--- config.mk ---
export PLATFORM = sky130hd
export DESIGN_NAME = clk_div_controller_flat
export DESIGN_NICKNAME = d
export VERILOG_FILES = /design/src/rtl/clk_div_pkg.sv /design/src/rtl/clk_div_if.sv /design/src/rtl/clk_div_core.sv /design/src/rtl/clk_div_controller.sv /design/src/flat_wrapper.sv
export SDC_FILE = /design/constraint.sdc
export NUM_CORES = 1
export LEC_CHECK = 0
export ABC_AREA = 1
export CAP_MARGIN = 5
export CORE_AREA = 4 4 156 83
export CTS_CLUSTER_DIAMETER = 100
export DETAILED_ROUTE_END_ITERATION = 8
export DIE_AREA = 0 0 160 87
export PLACE_DENSITY = 0.8
export REMOVE_ABC_BUFFERS = 1
export SETUP_SLACK_MARGIN = 0.4
export SYNTH_ARGS = -nofsm -noshare
export SYNTH_HDL_FRONTEND = slang
export SYNTH_SLANG_ARGS = --single-unit
--- constraint.sdc ---
create_clock -name clkold -period 3.8 [get_ports clkold]
set_input_delay 0.76 -clock clkold [delete_from_list [all_inputs] [get_ports clkold]]
set_output_delay 0.76 -clock clkold [all_outputs]
set_load 0.03 [all_outputs]
--- src/rtl/clk_div_pkg.sv ---
// rtl/clk_div_pkg.sv - shared constants and controller state encoding for the divided-clock generator
package clk_div_pkg;
    localparam int WIDTH = 28;
    localparam logic [WIDTH-1:0] DEFAULT_DIV = 28'd1000;
    localparam logic [WIDTH-1:0] MIN_DIV = 28'd2;

    typedef enum logic [1:0] {
        IDLE = 2'd0,
        RUN  = 2'd1,
        PEND = 2'd2
    } state_t;
endpackage

--- src/rtl/clk_div_if.sv ---
// rtl/clk_div_if.sv - run/config request and divided-clock status bundle
interface clk_div_if #(
    parameter int WIDTH = clk_div_pkg::WIDTH
) ();
    logic             en;
    logic             cfg_valid;
    logic [WIDTH-1:0] cfg_div;
    logic             cfg_ready;
    logic             cfg_err;
    logic             clk_out;
    logic             tick;
    logic             running;
    logic [WIDTH-1:0] cur_div;

    modport master (
        output en, cfg_valid, cfg_div,
        input  cfg_ready, cfg_err, clk_out, tick, running, cur_div
    );

    modport slave (
        input  en, cfg_valid, cfg_div,
        output cfg_ready, cfg_err, clk_out, tick, running, cur_div
    );
endinterface

--- src/rtl/clk_div_core.sv ---
// rtl/clk_div_core.sv - period counter with registered divided clock, tick strobe and divisor register
module clk_div_core #(
    parameter int               WIDTH       = clk_div_pkg::WIDTH,
    parameter logic [WIDTH-1:0] DEFAULT_DIV = clk_div_pkg::DEFAULT_DIV
) (
    input  logic             clkold,
    input  logic             rst,
    input  logic             hold,
    input  logic             load,
    input  logic [WIDTH-1:0] load_div,
    output logic             wrap,
    output logic             clk_out,
    output logic             tick,
    output logic [WIDTH-1:0] cur_div
);
    localparam logic [WIDTH-1:0] ONE = WIDTH'(1);

    logic [WIDTH-1:0] counter;

    assign wrap = (counter >= cur_div - ONE);

    // clk_out is judged on the pre-update count, so it trails the counter by one edge
    always_ff @(posedge clkold or posedge rst) begin
        if (rst) begin
            counter <= '0;
            clk_out <= 1'b0;
            tick    <= 1'b0;
            cur_div <= DEFAULT_DIV;
        end else begin
            if (hold) begin
                counter <= '0;
                clk_out <= 1'b0;
                tick    <= 1'b0;
            end else begin
                counter <= wrap ? '0 : counter + ONE;
                clk_out <= (counter < (cur_div >> 1));
                tick    <= wrap;
            end
            if (load) begin
                cur_div <= load_div;
            end
        end
    end
endmodule

--- src/rtl/clk_div_controller.sv ---
// rtl/clk_div_controller.sv - start/stop and glitch-free divisor update control for the divided clock
module clk_div_controller #(
    parameter int               WIDTH       = clk_div_pkg::WIDTH,
    parameter logic [WIDTH-1:0] DEFAULT_DIV = clk_div_pkg::DEFAULT_DIV,
    parameter logic [WIDTH-1:0] MIN_DIV     = clk_div_pkg::MIN_DIV
) (
    input  logic     clkold,
    input  logic     rst,
    clk_div_if.slave bus
);
    import clk_div_pkg::*;

    state_t           state;
    logic [WIDTH-1:0] pend_div;
    logic             stop_req;
    logic             cfg_ready;
    logic             cfg_err;
    logic             running;
    logic             xfer;
    logic             legal;
    logic             wrap;
    logic             load;
    logic [WIDTH-1:0] load_div;
    logic [WIDTH-1:0] cur_div;
    logic             clk_out;
    logic             tick;

    assign xfer  = bus.cfg_valid && cfg_ready;
    assign legal = xfer && (bus.cfg_div >= MIN_DIV);

    // Divisor changes only while idle or on the wrap edge, never mid-period
    always_comb begin
        load     = 1'b0;
        load_div = bus.cfg_div;
        case (state)
            IDLE: load = legal;
            RUN:  load = legal && wrap && stop_req;
            PEND: begin
                load     = wrap;
                load_div = pend_div;
            end
            default: load = 1'b0;
        endcase
    end

    clk_div_core #(
        .WIDTH       (WIDTH),
        .DEFAULT_DIV (DEFAULT_DIV)
    ) u_core (
        .clkold   (clkold),
        .rst      (rst),
        .hold     (state == IDLE),
        .load     (load),
        .load_div (load_div),
        .wrap     (wrap),
        .clk_out  (clk_out),
        .tick     (tick),
        .cur_div  (cur_div)
    );

    always_ff @(posedge clkold or posedge rst) begin
        if (rst) begin
            state     <= IDLE;
            pend_div  <= '0;
            stop_req  <= 1'b0;
            cfg_ready <= 1'b1;
            cfg_err   <= 1'b0;
            running   <= 1'b0;
        end else begin
            cfg_err <= xfer && !legal;
            case (state)
                IDLE: begin
                    stop_req <= 1'b0;
                    if (bus.en) begin
                        state   <= RUN;
                        running <= 1'b1;
                    end
                end
                RUN: begin
                    stop_req <= !bus.en;
                    if (wrap && stop_req) begin
                        state    <= IDLE;
                        running  <= 1'b0;
                        stop_req <= 1'b0;
                    end else if (legal) begin
                        pend_div  <= bus.cfg_div;
                        cfg_ready <= 1'b0;
                        state     <= PEND;
                    end
                end
                PEND: begin
                    stop_req <= !bus.en;
                    if (wrap) begin
                        cfg_ready <= 1'b1;
                        if (stop_req) begin
                            state    <= IDLE;
                            running  <= 1'b0;
                            stop_req <= 1'b0;
                        end else begin
                            state <= RUN;
                        end
                    end
                end
                default: begin
                    state   <= IDLE;
                    running <= 1'b0;
                end
            endcase
        end
    end

    assign bus.cfg_ready = cfg_ready;
    assign bus.cfg_err   = cfg_err;
    assign bus.clk_out   = clk_out;
    assign bus.tick      = tick;
    assign bus.running   = running;
    assign bus.cur_div   = cur_div;
endmodule

--- src/flat_wrapper.sv ---
// flat-port wrapper written by rule: the top's interface ports become plain ports
module clk_div_controller_flat import clk_div_pkg::*;
#(
    parameter int               WIDTH       = clk_div_pkg::WIDTH,
    parameter logic [WIDTH-1:0] DEFAULT_DIV = clk_div_pkg::DEFAULT_DIV,
    parameter logic [WIDTH-1:0] MIN_DIV     = clk_div_pkg::MIN_DIV
)
  (clkold, rst, bus_en, bus_cfg_valid, bus_cfg_div, bus_cfg_ready, bus_cfg_err, bus_clk_out, bus_tick, bus_running, bus_cur_div);
  clk_div_if #(.WIDTH(WIDTH)) bus_i ();
  input  logic clkold;
  input  logic rst;
  input wire logic [$bits(bus_i.en)-1:0] bus_en;
  input wire logic [$bits(bus_i.cfg_valid)-1:0] bus_cfg_valid;
  input wire logic [$bits(bus_i.cfg_div)-1:0] bus_cfg_div;
  output wire logic [$bits(bus_i.cfg_ready)-1:0] bus_cfg_ready;
  output wire logic [$bits(bus_i.cfg_err)-1:0] bus_cfg_err;
  output wire logic [$bits(bus_i.clk_out)-1:0] bus_clk_out;
  output wire logic [$bits(bus_i.tick)-1:0] bus_tick;
  output wire logic [$bits(bus_i.running)-1:0] bus_running;
  output wire logic [$bits(bus_i.cur_div)-1:0] bus_cur_div;
  assign bus_i.en = bus_en;
  assign bus_i.cfg_valid = bus_cfg_valid;
  assign bus_i.cfg_div = bus_cfg_div;
  assign bus_cfg_ready = bus_i.cfg_ready;
  assign bus_cfg_err = bus_i.cfg_err;
  assign bus_clk_out = bus_i.clk_out;
  assign bus_tick = bus_i.tick;
  assign bus_running = bus_i.running;
  assign bus_cur_div = bus_i.cur_div;
  clk_div_controller #(.WIDTH(WIDTH), .DEFAULT_DIV(DEFAULT_DIV), .MIN_DIV(MIN_DIV)) u_core (.clkold(clkold), .rst(rst), .bus(bus_i));
endmodule
==> metrics, run 1 <==
outcome finished, final reports clean; overall routed net length 19600 um; arrival time at the worst endpoint 3800 ps; maximum fanout along the worst path 6; number of vias after detailed routing 6291; synthesized flop and latch total 92; number of antenna violations at the first check in global routing 0; Clock Sinks 92; CTS tree yes; residual antenna-violating net count after detailed routing 0; clock-pin slew reported for the worst setup and hold paths after clock tree synthesis 70 ps; crit path time final 3580 ps; setup repair after global routing missed its margin true; slew of the pin with the lowest slew margin 972 ps; library cell used as clock root buffer clkbuf_16; cell with the largest stage delay on the worst path dfrtp_1; DR WL/cell 17.6 um; number of buffers added by the clock tree synthesis step 9; Warnings, synthesis 0; gate count after technology mapping 850; power density normalized to cell area 693 nW/um^2; layout cell share with drive strength beyond 1 0.246; reg-to-reg slack, setup 220 ps; crit share post-route 0.942; worst-skew pair later-pin latency 350 ps; Layout Utilization 0.748; DRT Pass-1 Iters 6; cell-by-cell listing of the critical path nor3_4 -> nand2_2 -> nor3_4 -> nand4_4 -> nor2_4 -> nand3_2 -> nor2_2 -> xor2_1 -> ha_1 -> nand2_2 -> nor2_2 -> and2_4 -> nand2_2 -> nand3_2 -> nor2_4 -> nand2_4 -> nand4_1 -> nand3_4 -> buf_6 -> buf_12 -> nand3_1 -> nand2_1; first-pass GRT wire length 28900 um; Post-Place Cells 1051; share of the yosys chip area belonging to registers 0.350; Crit path largest cell delay 430 ps; Relative slew margins 0.351; Overflow after GRT 0; hold violation count in the final report 0; placement row count 28; Core Area 11600 sq um; MaxCap Viol Count 0; commonest non-fill, non-tap cell in the layout nand2_1; clock skew after layout 9.72 ps; worst hold slack after final layout 486 ps; post-route insts no fill 1114; Total Routing Usage GR 0.258; fin nets 1052; total negative setup slack 0 ps; endpoint class of the critical path register; cell family with the largest share of critical-path delay simple AND/OR/NAND/NOR gates; setup violators final 0; effective utilization at floorplan 0.572; buffer and inverter count on the worst path 2; residual DRC count 0; violation count after the first detailed-route iteration 736; highest achievable clock rate 279 MHz; mean instance size in the synthesized netlist 7.78 sq um; type of the worst setup path reg -> reg; average vias per placed instance 5.65; Distinct cells, synth 48; largest net degree at the start of global routing 93; height of the chip 87 um; HPWL after DPL 12200 um; Worst setup SP type register; most frequent cells in the layout nand2_1 (174), inv_1 (106), dfrtp_1 (82); routability congestion estimate 0.915; number of global-route vias before repair 5689; Leakage Power 4.15 nW; most common cell type on the critical path nand2_2; number of I/O pins 65; area of the die 13900 sq um; cell area after synthesis 6610 sq um; Inserted Diodes 0; H-tree depth reported by CTS 3; required time at the worst-slack endpoint 4020 ps; Slew Limit Fails 0; count of input and output buffers 64; Hold Crit Class reg -> reg; hold-fix buffer count after cts 0; Overall Power 5.99 mW; overall die width 160 um; Layout Area Growth over Synthesis 30.8%; Max rail drop VDD 0.000364 V; Max clock buf depth 2
## per-layer routing
layer / track usage / part of all wire / wire length, um
met4: 0.0546 / 0.017 / 338
met2: 0.376 / 0.45 / 8820
met1: 0.393 / 0.45 / 8770
met5: 0 / 0 / 0
met3: 0.0567 / 0.086 / 1680
## power breakdown
part / internal [mW] / switching [mW] / total [mW]
logic: 1.34 / 1.99 / 3.33
clock network: 0.515 / 0.406 / 0.921
registers: 1.32 / 0.423 / 1.74
## final timing paths
kind	to	startpoint	cells after the start
worst max-delay path	u_core.u_core.cur_div[22]	u_core.u_core.cur_div[1]	22
worst min-delay path	u_core.bus.cfg_ready	u_core.bus.cfg_ready	2
worst max register to register	u_core.u_core.cur_div[22]	u_core.u_core.cur_div[1]	22
worst min register to register	u_core.bus.cfg_ready	u_core.bus.cfg_ready	2
max in group asynchronous	u_core.u_core.counter[5]	rst	3
min in group asynchronous	u_core.pend_div[4]	rst	3
## area by class of cell
type	instances	area, sq um
Clock buffer	11	233
Clock inverter	5	61.3
Fill cell	793	2920
Inverter	120	459
Multi-Input combinational cell	618	4080
Sequential cell	92	2310
Tap cell	150	188
Timing Repair Buffer	118	1310
## Yosys cell counts, drive strengths merged
cell     instances  share of area
dfrtp           85           0.32
o21bai           1         0.0011
ha              61           0.12
nor3            18          0.019
nor2            72          0.045
nor4             4         0.0070
nand2          230           0.14
o211ai           1         0.0011
and2             1         0.0013
nand3           53          0.043
a31oi            1        0.00095
o21ai           76          0.070
o21a             2         0.0023
buf             14          0.023
xnor2            5         0.0066
dfstp            7          0.028
o221ai           2         0.0026
a21o             2         0.0023
a211oi           9          0.010
nand4           20          0.022
o31ai            1         0.0011
a21boi           1         0.0011
inv            120          0.068
o211a            1         0.0015
clkbuf           9         0.0051
nor3b            1         0.0011
and3             2         0.0019
o2111ai          1         0.0013
a21oi           23          0.017
o22ai            1        0.00095
xor2            26          0.034
## stage by stage
stage	setup WS [ps]	instance area, sq um
6_report	219	8640
4_1_cts	320	8080
3_5_place_dp	48.8	7370
2_1_floorplan	146	6430
5_1_grt	34.2	8640
3_3_place_gp	224	7370
## kinds of logic (layout without fill, tap and decap cells)
kind of cell,after synthesis,after routing,share of synthesized area
DFF,92,92,0.350
AOI/OAI and AO/OA,122,122,0.114
buffers and inverters,143,254,0.0958
and+or+nand+nor,401,404,0.284
xor gates and xnor gates,31,31,0.0411
adders and majority gates,61,61,0.115
## what timing repair did
action                                 CTS  global route
pin swaps                               24            52
setup endpoints to repair               79            89
buffers inserted                        22            13
gates resized for setup                 43            88
gates cloned                             5             6
endpoints found under the hold margin    0             0
## sequential cells by signal, indices dropped and copies added (netlist names)
register	cells
u_core.u_core.tick	1
u_core.bus.running	1
u_core.bus.cfg_err	1
u_core.state	2
u_core.u_core.counter	28
u_core.bus.cfg_ready	1
u_core.stop_req	1
u_core.u_core.cur_div	28
u_core.u_core.clk_out	1
u_core.pend_div	28
## worst reg2reg max path, delay by kind of cell (launching register included)
kind	cells	cell delay, ps
XOR/XNOR	1	210
AND/OR/NAND/NOR	18	2210
buffers and inverters	2	300
adder cells (fa/ha/maj)	1	290
flip-flops	1	430
Power figures use the tool's default switching activity.
==> inputs of run 2 (changes only) <==
--- a/config.mk
+++ b/config.mk
@@ -7,13 +7,14 @@
 export LEC_CHECK = 0
 export ABC_AREA = 1
 export CAP_MARGIN = 5
-export CORE_AREA = 4 4 156 83
+export CORE_AREA = 4 4 164 87
 export CTS_CLUSTER_DIAMETER = 100
 export DETAILED_ROUTE_END_ITERATION = 8
-export DIE_AREA = 0 0 160 87
-export PLACE_DENSITY = 0.8
+export DIE_AREA = 0 0 168 91
+export PLACE_DENSITY = 0.77
 export REMOVE_ABC_BUFFERS = 1
 export SETUP_SLACK_MARGIN = 0.4
 export SYNTH_ARGS = -nofsm -noshare
 export SYNTH_HDL_FRONTEND = slang
+export SYNTH_HIERARCHICAL = 1
 export SYNTH_SLANG_ARGS = --single-unit
==> constraint.sdc (replaced) <==
create_clock -name clkold -period 3.2 [get_ports clkold]
set_input_delay 0.64 -clock clkold [delete_from_list [all_inputs] [get_ports clkold]]
set_output_delay 0.64 -clock clkold [all_outputs]
set_load 0.03 [all_outputs]
==> metrics, run 2 <==
height of the chip 91 um; number of I/O pins 65; violation count after the first detailed-route iteration 721; number of global-route vias before repair 6476; HPWL after DPL 13900 um; maximum fanout along the worst path 7; Slew Limit Fails 0; Core Area 12600 sq um; worst hold slack after final layout 488 ps; library cell used as clock root buffer clkbuf_16; cell with the largest stage delay on the worst path dfrtp_1; count of input and output buffers 64; Distinct cells, synth 39; dominant cell by count in the synthesized netlist nand2_1; hold violation count in the final report 0; cell-by-cell listing of the critical path nor2_1 -> buf_4 -> nand2_1 -> nor4_1 -> nand2_1 -> xor2_1 -> ha_1 -> nand2_1 -> nand2_1 -> nand2_2 -> nand2_1 -> nand2_1 -> nand2_1 -> a21oi_2 -> nand2_2 -> nand2_2 -> nor2_4 -> o211ai_1 -> a21oi_4 -> buf_8 -> buf_16 -> nand2_2 -> o21ai_2; Relative slew margins 0.515; post-placement cell area 7760 sq um; Inserted Diodes 0; CTS tree yes; setup repair after global routing missed its margin true; number of synthesized flops with an enable pin 0; crit share post-route 1.12; Overflow after GRT 0; Worst setup SP type register; gate count after technology mapping 954; placement row count 29; DR WL/cell 17.6 um; setup violators final 60; flip-flop cell with the highest count after synthesis dfrtp_1; overall die width 168 um; most numerous cell types in the synthesized netlist nand2_1 (280), nor2_1 (124), inv_1 (104); number of vias after detailed routing 6999; clock skew after layout 7.20 ps; Total Routing Usage GR 0.257; slew of the pin with the lowest slew margin 727 ps; post-synth top area cell dfrtp_1; Warnings, synthesis 6; routability congestion estimate 0.933; most frequent cells in the layout nand2_1 (242), nor2_1 (99), inv_1 (98); residual DRC count 0; cell area after synthesis 6690 sq um; type of the worst setup path reg -> reg; H-tree depth reported by CTS 3; Leakage Power 4.33 nW; Max clock buf depth 2; most common cell type on the critical path nand2_1; top cells by area in the synthesized netlist dfrtp_1 (32%), nand2_1 (16%), ha_1 (11%); outcome finished with violations; finished layout cell area 8900 sq um; commonest non-fill, non-tap cell in the layout nand2_1; overall routed net length 21800 um; cell family with the largest share of critical-path delay simple AND/OR/NAND/NOR gates; Crit path largest cell delay 450 ps; highest achievable clock rate 278 MHz; residual antenna-violating net count after detailed routing 0; DRT Pass-1 Iters 5; first-pass GRT wire length 32100 um; required time at the worst-slack endpoint 3420 ps; number of antenna violations at the first check in global routing 0; largest net degree at the start of global routing 59; buffer and inverter count on the worst path 3; Layout Area Growth over Synthesis 32.9%; endpoint class of the critical path register; area of the die 15300 sq um; Max rail drop VDD 0.000426 V; Clock Sinks 92; clock-pin slew reported for the worst setup and hold paths after clock tree synthesis 70 ps; violated checks setup timing; share of the yosys chip area belonging to registers 0.345; Hold Crit Class reg -> reg; proportion of synthesized flip-flops having asynchronous set or reset 1.00; Synth top area share 0.318; mean instance size in the synthesized netlist 7.02 sq um; layout cell share with drive strength beyond 1 0.195; fin nets 1158; arrival time at the worst endpoint 3820 ps; average vias per placed instance 5.64; number of buffers added by the clock tree synthesis step 9; Final WS setup -398 ps; synthesized flop and latch total 92; power density normalized to cell area 813 nW/um^2; crit path time final 3600 ps; MaxCap Viol Count 0; registers with the most flip-flops u_core/pend_div: 28 flops, u_core/u_core/counter: 28 flops, u_core/u_core/cur_div: 28 flops; effective utilization at floorplan 0.532; worst-skew pair later-pin latency 340 ps
## run 2: cell count changes after synthesis, moves of 8 or more
| cell | previous run | this run |
|---|---|---|
| nand2_2 | 23 | 3 |
| o21ai_0 | 52 | 95 |
| a211oi_1 | 9 | 0 |
| nand2_1 | 203 | 280 |
| nand4_1 | 18 | 10 |
| inv_1 | 117 | 104 |
| nor2_1 | 65 | 124 |
| o21ai_2 | 22 | 2 |
## run 2: report_power, final
part | switching, mW | internal, mW | total [mW] | leakage [nW]
Clock | 0.491 | 0.775 | 1.27 | 0.169
Combinational | 2.47 | 1.53 | 3.99 | 2.99
Sequential | 0.374 | 1.60 | 1.98 | 1.17
## run 2: tightest hold or removal path, cell delays in order (launching register included)
cell and delay [ps]:
dfstp_2 380, nand2_1 60, nand2_1 50
## run 2: metal layers
layer	part of all wire	global-route usage	up-vias
li1	-	-	3291
met1	0.42	0.346	3311
met2	0.48	0.429	334
met3	0.077	0.0508	63
met4	0.026	0.0655	0
met5	0	0	-
## run 2: through the flow
| stage | cells | worst slack (ps) | power (mW) | TNS [ps] | utilization |
|---|---|---|---|---|---|
| final | 1241 | -398 | 7.24 | -16200 | 0.707 |
| after global routing | 1241 | -551 | 7.64 | -26920 | 0.707 |
| after CTS | 1230 | -34.8 | 6.72 | -383 | 0.670 |
| after detailed placement | 1204 | -131 | 5.25 | -2550 | 0.617 |
| after global placement | 1204 | 43.8 | 5.16 | 0 | 0.617 |
| after floorplan | 928 | -2060 | 3.87 | -77410 | - |
## run 2: logic make-up after synthesis
logic type	after synthesis	synth area share
xor+xnor	25	0.0327
flops	92	0.345
simple gates	493	0.306
buf+inv	134	0.0824
compound gates	150	0.122
fa+ha+maj	60	0.112
## run 2: cell type report
cell class,count,area (sq um)
clock buffer,10,229
clock inverter,6,119
fill,888,3690
inverter,108,405
multi-input combinational,728,4280
sequential,92,2310
tap,170,213
timing repair buffer,127,1340
## run 2: path summary, 6_finish.rpt
kind | startpoint | endpoint | slack (ps) | cells after the start
setup / recovery | u_core/u_core/cur_div[13] | u_core/u_core/cur_div[13] | -400 | 23
hold reg to reg | u_core/bus.cfg_ready | u_core/bus.cfg_ready | 490 | 2
max in group asynchronous | rst | u_core/bus.cfg_ready | 2050 | 3
min in group asynchronous | rst | u_core/u_core/cur_div[11] | 730 | 3
hold / removal | u_core/bus.cfg_ready | u_core/bus.cfg_ready | 490 | 2
setup reg to reg | u_core/u_core/cur_div[13] | u_core/u_core/cur_div[13] | -400 | 23
## run 2: what timing repair did
action / in CTS / in global routing
gates resized for setup: 61 / 109
pin swaps: 10 / 31
setup endpoints to repair: 89 / 89
endpoints found under the hold margin: 0 / 0
setup buffers: 5 / 8
gates cloned: 5 / 3
hold buffers: 0 / 0
